[src/rtl/me_sequencer.sv]
// me_sequencer: schedule/address generator for the 16-PE systolic full-search
// motion estimator (16x16 reference block, 31x31 search window).
// One cycle counter t walks {vy, r, c} and then 15 drain cycles. Every
// address and strobe is decoded combinationally from the registered t, so
// memories with asynchronous reads see zero latency.
// Optional build macro: ME_STALL_EN adds a stall input that freezes t.

// Per-PE decode. PE J works on reference index k = t - J.
module me_seq_lane #(
  parameter int J     = 0,
  parameter int CNT_W = 13
) (
  input  logic [CNT_W-1:0] t,
  input  logic             run,
  input  logic             main,
  input  logic [3:0]       c,
  output logic             mux,
  output logic             nd,
  output logic             rdy
);
  localparam logic [CNT_W-1:0] JV      = CNT_W'(J);
  localparam logic [CNT_W-1:0] K_DRAIN = CNT_W'(4096);
  localparam logic [CNT_W-1:0] K_ROW   = CNT_W'(256);

  logic [CNT_W-1:0] k;
  logic             started;

  assign k       = t - JV;
  assign started = (t >= JV);

  // PE J takes the S1 port while its column index has been reached in this row.
  assign mux = run & main & (c >= 4'(J));
  // A new candidate starts every 256 reference indices of this PE.
  assign nd  = run & started & (k < K_DRAIN) & (k[7:0] == 8'd0);
  // The previous candidate's SAD is complete once one full block has passed.
  assign rdy = run & started & (k >= K_ROW) & (k[7:0] == 8'd0);
endmodule

module me_sequencer #(
  parameter int SW_STRIDE = 31,
  parameter int CNT_W     = 13
) (
  input  logic        clock,
  input  logic        reset,
  input  logic        start,
`ifdef ME_STALL_EN
  input  logic        stall,
`endif
  output logic [7:0]  AddressR,
  output logic [9:0]  AddressS1,
  output logic [9:0]  AddressS2,
  output logic [15:0] S1S2mux,
  output logic [15:0] NewDist,
  output logic [15:0] PEready,
  output logic        CompStart,
  output logic [3:0]  VectorX,
  output logic [3:0]  VectorY,
  output logic        busy,
  output logic        done
);
  localparam int NUM_LANES = 16;
  localparam logic [CNT_W-1:0] T_LAST  = CNT_W'(4111);
  localparam logic [CNT_W-1:0] T_DRAIN = CNT_W'(4096);
  localparam logic [CNT_W-1:0] T_CMP   = CNT_W'(256);
  localparam logic [9:0]       STRIDE  = 10'(SW_STRIDE);

  typedef enum logic [1:0] {IDLE, RUN, DONE} state_t;

  state_t           state;
  logic [CNT_W-1:0] t;
  logic             advance;
  logic             run;
  logic             main;
  logic [3:0]       vy, r, c;
  logic [9:0]       vy10, r10, c10, srow;
  logic             s2_unused;

`ifdef ME_STALL_EN
  assign advance = ~stall;
`else
  assign advance = 1'b1;
`endif

  // Control FSM: owns the cycle counter and the registered busy/done flags.
  always_ff @(posedge clock) begin
    if (reset) begin
      state <= IDLE;
      t     <= '0;
      busy  <= 1'b0;
      done  <= 1'b0;
    end else begin
      case (state)
        IDLE: if (start) begin
          state <= RUN;
          t     <= '0;
          busy  <= 1'b1;
        end
        RUN: if (advance) begin
          if (t == T_LAST) begin
            state <= DONE;
            t     <= '0;
            busy  <= 1'b0;
            done  <= 1'b1;
          end else begin
            t <= t + 1'b1;
          end
        end
        DONE: if (!start) begin
          state <= IDLE;
          done  <= 1'b0;
        end
        default: begin
          state <= IDLE;
          t     <= '0;
          busy  <= 1'b0;
          done  <= 1'b0;
        end
      endcase
    end
  end

  assign run  = (state == RUN);
  assign main = (t < T_DRAIN);
  assign vy   = t[11:8];
  assign r    = t[7:4];
  assign c    = t[3:0];
  assign vy10 = {6'd0, vy};
  assign r10  = {6'd0, r};
  assign c10  = {6'd0, c};

  // S2 serves the second half of each window row: previous search row, or the
  // tail of the previous vy band when a new reference row 0 starts.
  assign srow      = (r != 4'd0) ? (vy10 + r10 - 10'd1) : (vy10 + 10'd14);
  assign s2_unused = ((vy == 4'd0) && (r == 4'd0)) || (c == 4'd15);

  // Memory addresses, forced to 0 outside the main phase.
  always_comb begin
    AddressR  = '0;
    AddressS1 = '0;
    AddressS2 = '0;
    if (run && main) begin
      AddressR  = t[7:0];
      AddressS1 = (vy10 + r10) * STRIDE + c10;
      AddressS2 = s2_unused ? 10'd0 : (srow * STRIDE + c10 + 10'd16);
    end
  end

  genvar j;
  generate
    for (j = 0; j < NUM_LANES; j++) begin : g_lane
      me_seq_lane #(.J(j), .CNT_W(CNT_W)) u_lane (
        .t    (t),
        .run  (run),
        .main (main),
        .c    (c),
        .mux  (S1S2mux[j]),
        .nd   (NewDist[j]),
        .rdy  (PEready[j])
      );
    end
  endgenerate

  // Candidate vector of the PE reporting this cycle: x is the PE index,
  // y is the vy band that just finished (wraps to 15 in the drain phase).
  always_comb begin
    VectorX = '0;
    VectorY = '0;
    if (|PEready) begin
      VectorX = t[3:0];
      VectorY = t[11:8] - 4'd1;
    end
  end

  assign CompStart = run & (t >= T_CMP);
endmodule

[config.mk]
export PLATFORM = sky130hd
export DESIGN_NAME = me_sequencer
export DESIGN_NICKNAME = d
export VERILOG_FILES = /design/src/rtl/me_sequencer.sv
export SDC_FILE = /design/constraint.sdc
export NUM_CORES = 1
export LEC_CHECK = 0
export ABC_AREA = 1
export CORE_MARGIN = 10
export CORE_UTILIZATION = 40
export CTS_CLUSTER_DIAMETER = 150
export CTS_CLUSTER_SIZE = 10
export DETAILED_ROUTE_END_ITERATION = 7
export SKIP_CTS_REPAIR_TIMING = 1
export SLEW_MARGIN = 20
export SYNTH_ARGS = -nofsm -noshare
export SYNTH_HDL_FRONTEND = slang
export SYNTH_HIERARCHICAL = 1
export SYNTH_SLANG_ARGS = --single-unit
[constraint.sdc]
create_clock -name clock -period 5.9 [get_ports clock]
set_clock_uncertainty 0.05 [all_clocks]
set_input_delay 0.59 -clock clock [delete_from_list [all_inputs] [get_ports clock]]
set_output_delay 0.59 -clock clock [all_outputs]
set_load 0.01 [all_outputs]
==> results of run 1 <==
[per-layer routing]
| layer | wire length, µm | vias to the layer above |
|---|---|---|
| met3 | 1040 | 15 |
| met5 | 0 | - |
| met4 | 139 | 0 |
| li1 | - | 4357 |
| met1 | 10300 | 3640 |
| met2 | 10100 | 147 |
[stage by stage]
stage | instances | setup WS [ps] | total power (W) | utilization [%] | instance area (µm²)
after floorplan | 1318 | 89.6 | 0.000176 | - | 7530
after global placement | 1673 | 75.1 | 0.000201 | 48.2 | 8960
after detailed placement | 1673 | 63.9 | 0.000202 | 48.2 | 8960
after CTS | 1677 | -233 | 0.000339 | 48.7 | 9040
after global routing | 1678 | -52.6 | 0.000356 | 49.1 | 9130
final | 1678 | 217 | 0.000337 | 49.1 | 9130
[tightest hold or removal path, stage by stage, from the launching register on]
cell and delay [ps]:
dfxtp_1 300, o21ai_0 70, a21oi_1 60
[Yosys cell counts, types with 2 or more instances]
master    count
nor3_1       17
a21oi_2       3
xor2_1       15
fa_1         22
nand3_2      14
nor4_1       10
nor2_4       27
a21o_1        2
o21ai_1       5
and3_1        2
or2_1         3
nor3_2        3
inv_1       247
nand2_1     304
ha_1         87
nand3_1      90
or2_2         4
nand3b_1     12
xnor2_1       7
a21boi_0      2
nor2_1      215
nor2_2       36
a211oi_1      2
a21oi_1      45
inv_2        10
a31oi_1       2
dfxtp_1      17
o22ai_1       2
o21ai_0      32
nand2_4       6
and2_1        3
o21bai_1      6
nand2_2      30
nand4_1      16
nor3b_1       4
[power by group through the flow]
stage | sequential [W] | clock, W | combinational, W
2_1_floorplan | 0.000126 | 0 | 0.0000497
3_3_place_gp | 0.000125 | 0 | 0.0000767
3_5_place_dp | 0.000125 | 0 | 0.0000773
4_1_cts | 0.000122 | 0.000139 | 0.0000776
5_1_grt | 0.000123 | 0.000145 | 0.0000884
6_report | 0.000122 | 0.000137 | 0.0000776
[area by class of cell]
class / count / area (µm²)
clock buffers: 4 / 78.8
fillers: 1982 / 9460
inverters: 259 / 975
multi-input cells: 1040 / 6260
flip-flops and latches: 17 / 355
well taps: 234 / 293
repair buffers: 124 / 1160
[worst paths after layout]
path | from | end | cells after the start
max | t[4] | AddressS2[8] | 25
min | done | done | 2
max reg2reg | t[12] | t[8] | 8
min reg2reg | done | done | 2
[kinds of logic (layout without fill, tap and decap cells)]
logic type / after synthesis / count (layout) / share of synthesized area (%)
and+or+nand+nor: 798 / 798 / 50.7
buffers and inverters: 261 / 387 / 13.1
AOI/OAI and AO/OA: 110 / 110 / 8.52
adders and majority gates: 109 / 109 / 20.3
xor gates and xnor gates: 23 / 23 / 2.78
DFF: 17 / 17 / 4.53
[state kept, by name (all words and copies together), names as in the netlist]
register and count:
busy 1, done 1, t 13, state 2
==> results.md, run 1 <==
* Tcrit/Tclk final at 96.3%
* Row cnt at 50
* GRT Max-Usage Layer: met2
* EDFF count, synth at 0
* Routed vias at 8159
* Total die area at 0.0247 mm²
* DRC marker count from the first detailed-route iteration at 440
* Syn Nets at 1430
* Worst-Skew Late Latency at 250 ps
* Final routed DRC violation total at 0
* Routed WL at 21600 µm
* Run status: finished clean
* Slowest CP cell: fa_2
* Clock Power Share at 40.7%
* Cell taking the most area after synthesis: nand2_1
* Yosys warnings at 6
* WP buf/inv at 5
* Top delay family on crit path: adder cells
* Met2 Track Usage GR at 30.2%
* Most frequent cells in the layout: 303 x nand2_1, 246 x inv_1, 213 x nor2_1
* Hold slack at 428 ps
* Switching Power at 0.000103 W
* Overall Global Routing Usage at 17.3%
* First-pass GRT wire length at 36400 µm
* Synth top area share at 15.2%
* Asr flop ratio synth at 0%
* Critical Path Max Stage Delay at 560 ps
* Worst Max-Slew Pin Slew at 900 ps
* Met3 GRT Util at 2.59%
* Pint at 0.000235 W
* Final GP Congestion at 0.830
* Drt pass-1 iters at 5
* Antenna Cells at 0
* Startpoint class of the critical path: flip-flop
* H-tree Lvls at 1
* Die width at 157 µm
* Pwr Density at 37.0 mW/mm²
* Share of layout cells above drive strength 1 at 14.1%
* Critical path arrival at 5040 ps
* Most common cell after layout, fill and taps aside: nand2_1
* Yosys cell types at 51
* Number of I/O pins at 90
* Initial Util at 40.5%
* Critical path required time at 5260 ps
* Vias in the first global route at 7585
* Syn Area/Cell at 5.70 µm²
* Most used cell, CP: ha_1
* Clk buf depth at 2
* IO buf count at 89
* Root Buffer: clkbuf_16
* FF-to-FF setup slack at 3050 ps
* Critical Path Fanout Max at 3
* Met1 global-route usage at 22.8%
* Max Fclk at 176 MHz
* Crit path time final at 5680 ps
* Initial antenna violation count at 0
* Cell count after synthesis at 1318
* Synthesized cell area at 0.00752 mm²
* CTS sink cnt at 17
* RSZ-0062 raised after global routing: true
* Final Hold Viols at 0
* Placeable Area at 0.0186 mm²
* Die Height at 157 µm
* Sequential power share at 36.2%
* Sequential area share after synthesis at 4.53%
* Area Growth Syn to Fin at 21.4%
* Max IR drop VDD at 0.000120 V
* Switching share of total power at 30.5%
* Logic pwr share at 23.0%
* Hold WC Path Type: flip-flop to flip-flop
* TritonCTS buffer count at 3
* Post-DR vias/cell at 4.86
* Max_slew headroom at 39.9%
* GRT overflow at 0
* Wire length per cell at 12.9 µm
* Endpoint class of the critical path: output port
* Total of max-cap violations at 0
* Leakage power at 4.96 nW
* ANT nets after route at 0
* Crit Path Category: flip-flop to output port
* Fin Setup TNS at 0 ps
* Final slew viol count at 0
* CTS tree: yes
* Clock slew at reported path FFs at 50 ps
* Post-DP HPWL at 15900 µm
* Ys flop type: dfxtp_1
* Synth Register Bits at 17
* Final Setup Violations at 0
* Largest net degree at the start of global routing at 58
* Final net count at 1557
* Synth top area cells: nand2_1 15%, ha_1 14%, inv_1 12%
(Power assumes the default switching activity.)
==> inputs of run 2 (changes only) <==
--- a/config.mk
+++ b/config.mk
@@ -12,7 +12,6 @@
 export CTS_CLUSTER_SIZE = 10
 export DETAILED_ROUTE_END_ITERATION = 7
 export SKIP_CTS_REPAIR_TIMING = 1
-export SLEW_MARGIN = 20
 export SYNTH_ARGS = -nofsm -noshare
 export SYNTH_HDL_FRONTEND = slang
 export SYNTH_HIERARCHICAL = 1
==> results of run 2 <==
The final DEF is identical to that of run 1; final timing and power are the same.
==> inputs of run 3 (changes only) <==
--- a/config.mk
+++ b/config.mk
@@ -11,6 +11,7 @@
 export CTS_CLUSTER_DIAMETER = 150
 export CTS_CLUSTER_SIZE = 10
 export DETAILED_ROUTE_END_ITERATION = 7
+export GPL_TIMING_DRIVEN = 1
 export SKIP_CTS_REPAIR_TIMING = 1
 export SYNTH_ARGS = -nofsm -noshare
 export SYNTH_HDL_FRONTEND = slang
==> results of run 3 <==
The final DEF is identical to that of run 1; final timing and power are the same.
